--- src/rtl/lsu_pkg.sv ---
// Shared encodings for the load/store unit: access sizes and FSM states.
package lsu_pkg;

    localparam logic [1:0] SIZE_B = 2'b00;
    localparam logic [1:0] SIZE_H = 2'b01;
    localparam logic [1:0] SIZE_W = 2'b10;
    localparam logic [1:0] SIZE_X = 2'b11;

    typedef enum logic [2:0] {
        IDLE,
        RD,
        RD_CAP,
        WR,
        RESP
    } lsu_state_e;

endpackage

--- src/rtl/lsu_align.sv ---
// Little-endian lane handling: load extraction/extension and store lane merge.
module lsu_align
    import lsu_pkg::*;
(
    input  logic [31:0] mem_word,
    input  logic [1:0]  lane,
    input  logic [1:0]  size,
    input  logic        is_unsigned,
    input  logic [31:0] store_data,
    output logic [31:0] load_data,
    output logic [31:0] merged_word
);

    logic [31:0] byte_shift;
    logic [31:0] half_shift;
    logic [31:0] mask;
    logic [31:0] lane_data;

    always_comb begin
        byte_shift = mem_word >> {lane, 3'b000};
        half_shift = mem_word >> {lane[1], 4'b0000};
        load_data  = mem_word;
        mask       = 32'hFFFF_FFFF;
        lane_data  = store_data;
        unique case (1'b1)
            size == SIZE_B: begin
                load_data = {{24{~is_unsigned & byte_shift[7]}}, byte_shift[7:0]};
                mask      = 32'h0000_00FF << {lane, 3'b000};
                lane_data = {24'd0, store_data[7:0]} << {lane, 3'b000};
            end
            size == SIZE_H: begin
                load_data = {{16{~is_unsigned & half_shift[15]}}, half_shift[15:0]};
                mask      = 32'h0000_FFFF << {lane[1], 4'b0000};
                lane_data = {16'd0, store_data[15:0]} << {lane[1], 4'b0000};
            end
            default: ;
        endcase
        // Untouched lanes keep the word just read from memory.
        merged_word = (mem_word & ~mask) | (lane_data & mask);
    end

endmodule

--- src/rtl/load_store_unit.sv ---
// Single-outstanding load/store unit with read-modify-write for sub-word stores.
module load_store_unit
    import lsu_pkg::*;
#(
    parameter logic [31:0] ADDR_LIMIT = 32'd1024
) (
    input  logic        clock,
    input  logic        reset,
    input  logic        req_valid,
    output logic        req_ready,
    input  logic        req_write,
    input  logic [1:0]  req_size,
    input  logic        req_unsigned,
    input  logic [31:0] req_addr,
    input  logic [31:0] req_wdata,
    output logic        resp_valid,
    output logic [31:0] resp_rdata,
    output logic        resp_error,
    output logic        MemRead,
    output logic        MemWrite,
    output logic [31:0] endereco,
    output logic [31:0] write_data,
    input  logic [31:0] read_data
);

    lsu_state_e  state_q, state_d;
    logic        ready_q, ready_d;
    logic        mem_read_q, mem_read_d;
    logic        mem_write_q, mem_write_d;
    logic [31:0] addr_q, addr_d;
    logic [31:0] wdata_q, wdata_d;
    logic        resp_valid_q, resp_valid_d;
    logic        resp_error_q, resp_error_d;
    logic [31:0] resp_rdata_q, resp_rdata_d;
    logic        write_q, write_d;
    logic [1:0]  size_q, size_d;
    logic        uns_q, uns_d;
    logic [1:0]  lane_q, lane_d;
    logic [31:0] st_data_q, st_data_d;

    logic        accept;
    logic        req_err;
    logic [31:0] load_data;
    logic [31:0] merged_word;

    lsu_align u_align (
        .mem_word    (read_data),
        .lane        (lane_q),
        .size        (size_q),
        .is_unsigned (uns_q),
        .store_data  (st_data_q),
        .load_data   (load_data),
        .merged_word (merged_word)
    );

    assign accept  = req_valid && ready_q;
    assign req_err = (req_size == SIZE_X)
                  || (req_size == SIZE_H && req_addr[0])
                  || (req_size == SIZE_W && req_addr[1:0] != 2'b00)
                  || (req_addr >= ADDR_LIMIT);

    always_comb begin
        state_d      = state_q;
        ready_d      = 1'b0;
        mem_read_d   = 1'b0;
        mem_write_d  = 1'b0;
        addr_d       = addr_q;
        wdata_d      = 32'd0;
        resp_valid_d = 1'b0;
        resp_error_d = 1'b0;
        resp_rdata_d = 32'd0;
        write_d      = write_q;
        size_d       = size_q;
        uns_d        = uns_q;
        lane_d       = lane_q;
        st_data_d    = st_data_q;
        unique case (state_q)
            IDLE: begin
                ready_d = 1'b1;
                addr_d  = 32'd0;
                if (accept) begin
                    ready_d   = 1'b0;
                    write_d   = req_write;
                    size_d    = req_size;
                    uns_d     = req_unsigned;
                    lane_d    = req_addr[1:0];
                    st_data_d = req_wdata;
                    if (req_err) begin
                        state_d      = RESP;
                        resp_valid_d = 1'b1;
                        resp_error_d = 1'b1;
                    end else if (req_write && req_size == SIZE_W) begin
                        state_d     = WR;
                        mem_write_d = 1'b1;
                        addr_d      = {req_addr[31:2], 2'b00};
                        wdata_d     = req_wdata;
                    end else begin
                        state_d    = RD;
                        mem_read_d = 1'b1;
                        addr_d     = {req_addr[31:2], 2'b00};
                    end
                end
            end
            RD: state_d = RD_CAP;
            RD_CAP: begin
                if (write_q) begin
                    state_d     = WR;
                    mem_write_d = 1'b1;
                    wdata_d     = merged_word;
                end else begin
                    state_d      = RESP;
                    resp_valid_d = 1'b1;
                    resp_rdata_d = load_data;
                    addr_d       = 32'd0;
                end
            end
            WR: begin
                state_d      = RESP;
                resp_valid_d = 1'b1;
                addr_d       = 32'd0;
            end
            RESP: begin
                state_d = IDLE;
                ready_d = 1'b1;
            end
            default: state_d = IDLE;
        endcase
    end

    always_ff @(posedge clock or posedge reset) begin
        if (reset) begin
            state_q      <= IDLE;
            ready_q      <= 1'b0;
            mem_read_q   <= 1'b0;
            mem_write_q  <= 1'b0;
            addr_q       <= 32'd0;
            wdata_q      <= 32'd0;
            resp_valid_q <= 1'b0;
            resp_error_q <= 1'b0;
            resp_rdata_q <= 32'd0;
            write_q      <= 1'b0;
            size_q       <= SIZE_B;
            uns_q        <= 1'b0;
            lane_q       <= 2'b00;
            st_data_q    <= 32'd0;
        end else begin
            state_q      <= state_d;
            ready_q      <= ready_d;
            mem_read_q   <= mem_read_d;
            mem_write_q  <= mem_write_d;
            addr_q       <= addr_d;
            wdata_q      <= wdata_d;
            resp_valid_q <= resp_valid_d;
            resp_error_q <= resp_error_d;
            resp_rdata_q <= resp_rdata_d;
            write_q      <= write_d;
            size_q       <= size_d;
            uns_q        <= uns_d;
            lane_q       <= lane_d;
            st_data_q    <= st_data_d;
        end
    end

    assign req_ready  = ready_q;
    assign MemRead    = mem_read_q;
    assign MemWrite   = mem_write_q;
    assign endereco   = addr_q;
    assign write_data = wdata_q;
    assign resp_valid = resp_valid_q;
    assign resp_error = resp_error_q;
    assign resp_rdata = resp_rdata_q;

endmodule

--- config.mk ---
export PLATFORM = sky130hd
export DESIGN_NAME = load_store_unit
export DESIGN_NICKNAME = d
export VERILOG_FILES = /design/src/rtl/lsu_pkg.sv /design/src/rtl/lsu_align.sv /design/src/rtl/load_store_unit.sv
export SDC_FILE = /design/constraint.sdc
export NUM_CORES = 1
export LEC_CHECK = 0
export ABC_AREA = 1
export CAP_MARGIN = 15
export CORE_AREA = 2 2 131 133
export CTS_BUF_LIST = sky130_fd_sc_hd__clkbuf_8 sky130_fd_sc_hd__clkbuf_16
export DETAILED_ROUTE_END_ITERATION = 7
export DIE_AREA = 0 0 133 135
export HOLD_SLACK_MARGIN = 0.03
export PLACE_DENSITY = 0.69
export RECOVER_POWER = 25
export SLEW_MARGIN = 20
export SYNTH_ARGS = -nofsm -noshare
export SYNTH_HDL_FRONTEND = slang
export SYNTH_SLANG_ARGS = --single-unit
--- constraint.sdc ---
create_clock -name clock -period 5.9 [get_ports clock]
set_input_delay 0.885 -clock clock [delete_from_list [all_inputs] [get_ports clock]]
set_output_delay 0.885 -clock clock [all_outputs]
set_load 0.02 [all_outputs]
* Yosys cells after proc, flatten, opt, wreduce, memory -nomap -nowiden
Cells that the tools add are included.
** Storage, ports and cells
- Register bits after elaboration :: 142
- Output and inout port bits :: 101
- Logic and storage cells :: 86
** Operators by class
- $lt $le $gt $ge :: 1
- Equality and inequality tests :: 10
- Shift-type cells :: 6
- Multiplexer cells :: 35
- Bitwise gates (word level) :: 7
- Reductions and logical operators :: 13
** Operators by type and width (number)
- 32-bit 2-to-1 mux :: 9
- 32-bit one-hot mux with 2 select lines :: 4
- 32-bit one-hot mux with 3 select lines :: 1
- 32-bit AND :: 2
- 32-bit by 11-bit greater-or-equal comparator with 1-bit output (second input constant) :: 1
- 32-bit NOT :: 1
- 32-bit OR :: 1
- 16-bit by 5-bit left shift with 32-bit output :: 1
- 16-bit by 5-bit left shift with 32-bit output (first input constant) :: 1
- 8-bit by 5-bit left shift with 32-bit output :: 1
- 8-bit by 5-bit left shift with 32-bit output (first input constant) :: 1
- 32-bit by 5-bit right shift with 16-bit output :: 1
- 32-bit by 5-bit right shift with 8-bit output :: 1
- 1-bit 2-to-1 mux :: 13
- 3-bit one-hot mux with 4 select lines :: 1
- 3-bit 2-to-1 mux :: 3
- 3-bit by 2-bit == test with 1-bit output (second input constant) :: 2
- 2-bit by 1-bit == test with 1-bit output (second input constant) :: 2
- 2-bit == test (second input constant) :: 2
- 1-bit logical AND :: 4
- 2-bit inequality test (second input constant) :: 2
- 1-bit one-hot mux with 2 select lines :: 2
- 2-bit AND reduction :: 2
- 3-bit by 1-bit == test with 1-bit output (second input constant) :: 1
- 10 further kinds :: 13

* Logic depth before layout (Yosys ltp)
- Depth after elaboration :: 8
- Mapped depth :: 10
- Gate-level depth less buffers :: 9

* Modules after synthesis
From an unflattened synthesis, not the netlist that was laid out.
** Second synthesis, totals
- Cell total of the unflattened synthesis :: 824
- Area total of the unflattened synthesis :: 6608.8 um^2
** Modules (own cells, without submodules)
- load_store_unit :: instances 1, cells an instance 542, area an instance 5173.7 um^2, sequential area each 3503.4 um^2
- lsu_align :: instances 1, cells an instance 282, area an instance 1435.1 um^2, sequential area each 0.0 um^2

* Worst setup path after synthesis
No wires, ideal clock.
- Path type :: input to register
- Start :: input port req_addr[31]
- End :: register wdata_q[21] (netlist: write_data[21])
- Setup time :: 77 ps
- Arrival time :: 1854 ps
- Data required time :: 5823 ps
- Setup slack :: 3970 ps
- Cell stages on the path :: 7
- Cell sequence :: or2_1 nor2_1 nand2_1 nor2_2 nand2_2 buf_1 o21ai_1
** Between the ends
- Word-level cells in the longest chain between the ends :: 5
** Ends and longest elaborated chain
- start: declaration :: RTL line load_store_unit.sv:14 : input logic [31:0] req_addr,
- 32-bit by 11-bit greater-or-equal comparator with 1-bit output :: RTL line load_store_unit.sv:60 : || (req_addr >= ADDR_LIMIT);
- 1-bit logical OR :: RTL line load_store_unit.sv:60
- 32-bit 2-to-1 mux :: RTL line load_store_unit.sv:88 : if (req_err) begin
- 32-bit 2-to-1 mux :: RTL line load_store_unit.sv:81 : if (accept) begin
- 32-bit one-hot mux with 2 select lines :: RTL line load_store_unit.sv:77 : unique case (state_q)
- named net wdata_d[21] :: RTL line load_store_unit.sv:31 : logic [31:0] wdata_q, wdata_d;
- end signal: assignment :: RTL line load_store_unit.sv:152 : wdata_q <= wdata_d;
- end: declaration :: RTL line load_store_unit.sv:31
The timed path passes the listed nets, and every way through them passes these cells.
A chain may end at the register's enable or synchronous reset.

* Worst setup path after layout
- Start :: register state_q[1]
- End :: register addr_q[8] (netlist: endereco[8])
** Between the ends
- Word-level cells in the longest chain between the ends :: 3
- Elaborated cells between the ends (all ways) :: 7
- Classes of those cells :: eq/ne (3); mux (1); reduce/logical (3)
** Ends and longest elaborated chain
- start: declaration :: RTL line load_store_unit.sv:26 : lsu_state_e state_q, state_d;
- start signal: assignment :: RTL line load_store_unit.sv:147 : state_q <= state_d;
- 3-bit by 2-bit == test with 1-bit output / 3-bit logical NOT (equally long branches) :: RTL line load_store_unit.sv:77
- 2-bit inequality test (no source line) / 3-bit nonzero test (equally long branches)
- 2-bit AND reduction (no source line)
- end signal: assignment :: RTL line load_store_unit.sv:151 : addr_q <= addr_d;
- end: declaration :: RTL line load_store_unit.sv:30 : logic [31:0] addr_q, addr_d;
Parallel ways exist; a longest one is shown, timed or not.

==> results.ini <==
[status]
status=finished with violations
violations=capacitance limit, slew limit

[layout]
seqCellArea_um2=3500
nFillCells=1475
multi_input_area_um2=2330
drive_above_1_share_pct=7.03
final_common_cell=clkdlybuf4s50_1
layout_common_cells=clkdlybuf4s50_1 (199), nand2_1 (182), dfrtp_1 (140), inv_1 (113), nor2_1 (68)
nets=1073
antenna_cells=0
synthToLayoutAreaGrowth_pct=42.0

[drt]
via_count=6057
drt_pre_antenna_iters=5
avgViaCountPerCell=5.04
drt_iter0_drc=670
antenna_left=0
wl_per_cell_um=16.7
routed_wirelength_um=20100
drc_errors=0

[global_routing]
track_usage_pct=23.2
grt_pass1_wl_um=32300
overflow=0
grt_pass1_vias=5843
antenna_found_initial=0
grt_start_max_net_pins=96

[clock_tree]
holdBufCountCts=0
numCtsBuffers=17
cts.clk_slew.worst_paths_ns=0.06
htree_num_levels=4
post-cts-setup-buffers=0
clk_root_buffer_cell=clkbuf_16
cts_tree=built
cts_sinks=140
clock_latency_ns=0.43
clock_path_buffers=2
cts_resized=0

[setup_path]
worst_ep_arrival_time_ns=3.17
path_class=register to register
startpoint_type=register
path_max_fanout=38
slowest_stage=clkbuf_1
crit_path_max_incr_delay_ns=1.15
ff2ff_path_depth=9
r2r-end=endereco[8]$_DFFE_PP0P_
end_kind=register
path_cells=inv_1 -> nor2_1 -> nand2_1 -> nor2_1 -> clkbuf_1 -> a21oi_2 -> clkbuf_1 -> nand2_1 -> o22ai_1
r2r_start=state_q[1]$_DFFE_PP0N_
cp.required_ns=6.22
rrSetupSlack_ns=3.05

[job]
max_cap_viol_count=1

[sta]
final.period_utilization_pct=48.3
finalHoldViolations=0
fin_skew_ns=0.00598
rsz0062_at_grt=no
drv_slew=39
setup_viol=0
finalCriticalPeriod_ns=2.85
worstMarginPinSlew_ns=1.56
finalSetupTns_ns=0
relSlewSlack_pct=-4.05
fmaxAchievable_mhz=351

[placement]
port_buffers=201
dp_hpwl_um=14000
routabilityCongestion=0.879

[pwr]
p_leak_nw=4.22
p_total_mw=3.24
powerDensity_nw_per_um2=352
ir_drop_mv=0.255

[hold_path]
min_path_cells=2
min_delay_worst_endpoint=endereco[23]$_DFFE_PP0P_
min_from=endereco[23]$_DFFE_PP0P_
hold_path_class=register to register

[die]
start_util_pct=39.5
die_w_um=133
die_h_um=135
dieArea_um2=18000
io_pins=204
core_area_um2=16400
std_cell_rows=47

[yosys]
ys_ff_latch=140
syn_inst=786
synth_cell_types=30
syn_area_per_cell_um2=8.24
synth_area_um2=6480
ys_seq_area_share_pct=54.1
yosys_warnings=0

## power breakdown
part	switching [mW]	internal, mW	total, mW
logic	0.618	0.310	0.929
registers	0.134	1.08	1.21
clock network	0.418	0.681	1.10
total	1.17	2.07	3.24
## final cells by class
class | instances | area share, %
Sequential cell | 140 | 38.1
Inverter | 117 | 4.83
Clock inverter | 12 | 1.61
Clock buffer | 19 | 4.92
Multi-Input combinational cell | 487 | 25.3
Tap cell | 220 | 2.99
Timing Repair Buffer | 207 | 22.3
## how the worst max path moves through the flow
stage	startpoint	to	slack, ns	cells past startpoint
4_1_cts	size_q[1]$_DFFE_PP0P_	write_data[23]$_DFF_PP0_	3.13	7
2_1_floorplan	reset	MemRead$_DFF_PP0_	1.26	1
3_3_place_gp	req_size[1]	write_data[13]$_DFF_PP0_	2.87	8
5_1_grt	state_q[1]$_DFFE_PP0N_	endereco[3]$_DFFE_PP0P_	2.66	9
3_5_place_dp	req_size[1]	write_data[11]$_DFF_PP0_	2.72	5
6_report	state_q[1]$_DFFE_PP0N_	endereco[8]$_DFFE_PP0P_	3.05	9
## worst max-delay path, delay by kind of cell (launching register included)
kind | cells | cell delay (ns)
simple gates | 4 | 0.35
compound gates | 2 | 0.42
buf+inv | 3 | 1.59
flops | 1 | 0.37
## logic make-up (layout without fill, tap and decap cells)
kind of cell / Yosys count / after routing / share of synthesized area (%)
and+or+nand+nor: 303 / 303 / 19.5
buffers and inverters: 160 / 355 / 10.2
AOI/OAI and AO/OA: 182 / 182 / 16.2
DFF: 140 / 140 / 54.1
other: 1 / 2 / 0.0579
## stage by stage
step	util (%)	setup slack [ns]	area [um^2]	hold WS, ns	cells
after floorplan	-	1.26	6480	0.471	787
after global placement	52.5	2.87	8610	0.481	1171
after detailed placement	52.5	2.72	8610	0.484	1171
after CTS	56.1	3.13	9210	0.493	1202
after global routing	56.1	2.66	9200	0.507	1202
final	56.1	3.05	9200	0.491	1202
## cells in the mapped netlist, drive strengths merged
cell / number / area (um^2)
nand2: 187 / 714
dfrtp: 140 / 3500
inv: 117 / 439
o21ai: 94 / 470
nor2: 85 / 359
a21oi: 31 / 166
buf: 25 / 155
o211ai: 24 / 180
o22ai: 23 / 144
clkbuf: 18 / 67.6
nand3: 14 / 80.1
nand4: 9 / 56.3
o221ai: 8 / 70.1
nor3: 4 / 25.0
or2: 3 / 18.8
a22o: 1 / 10.0
a31oi: 1 / 6.26
conb: 1 / 3.75
nor4: 1 / 6.26
## state kept, by name, indices dropped and copies added (netlist names)
| signal | flops |
|---|---|
| MemWrite | 1 |
| st_data_q | 32 |
| state_q | 3 |
| endereco | 30 |
| lane_q | 2 |
| resp_rdata | 32 |
| write_data | 32 |
| resp_valid | 1 |
| MemRead | 1 |
| req_ready | 1 |
| size_q | 2 |
| resp_error | 1 |
| uns_q | 1 |
| write_q | 1 |
## layer usage
layer,part of all wire (%),track usage (%)
met2,48,37.4
met1,41,30.5
met5,0,0
met4,2.4,8.60
met3,8.3,5.74
Power figures use the tool's default switching activity.
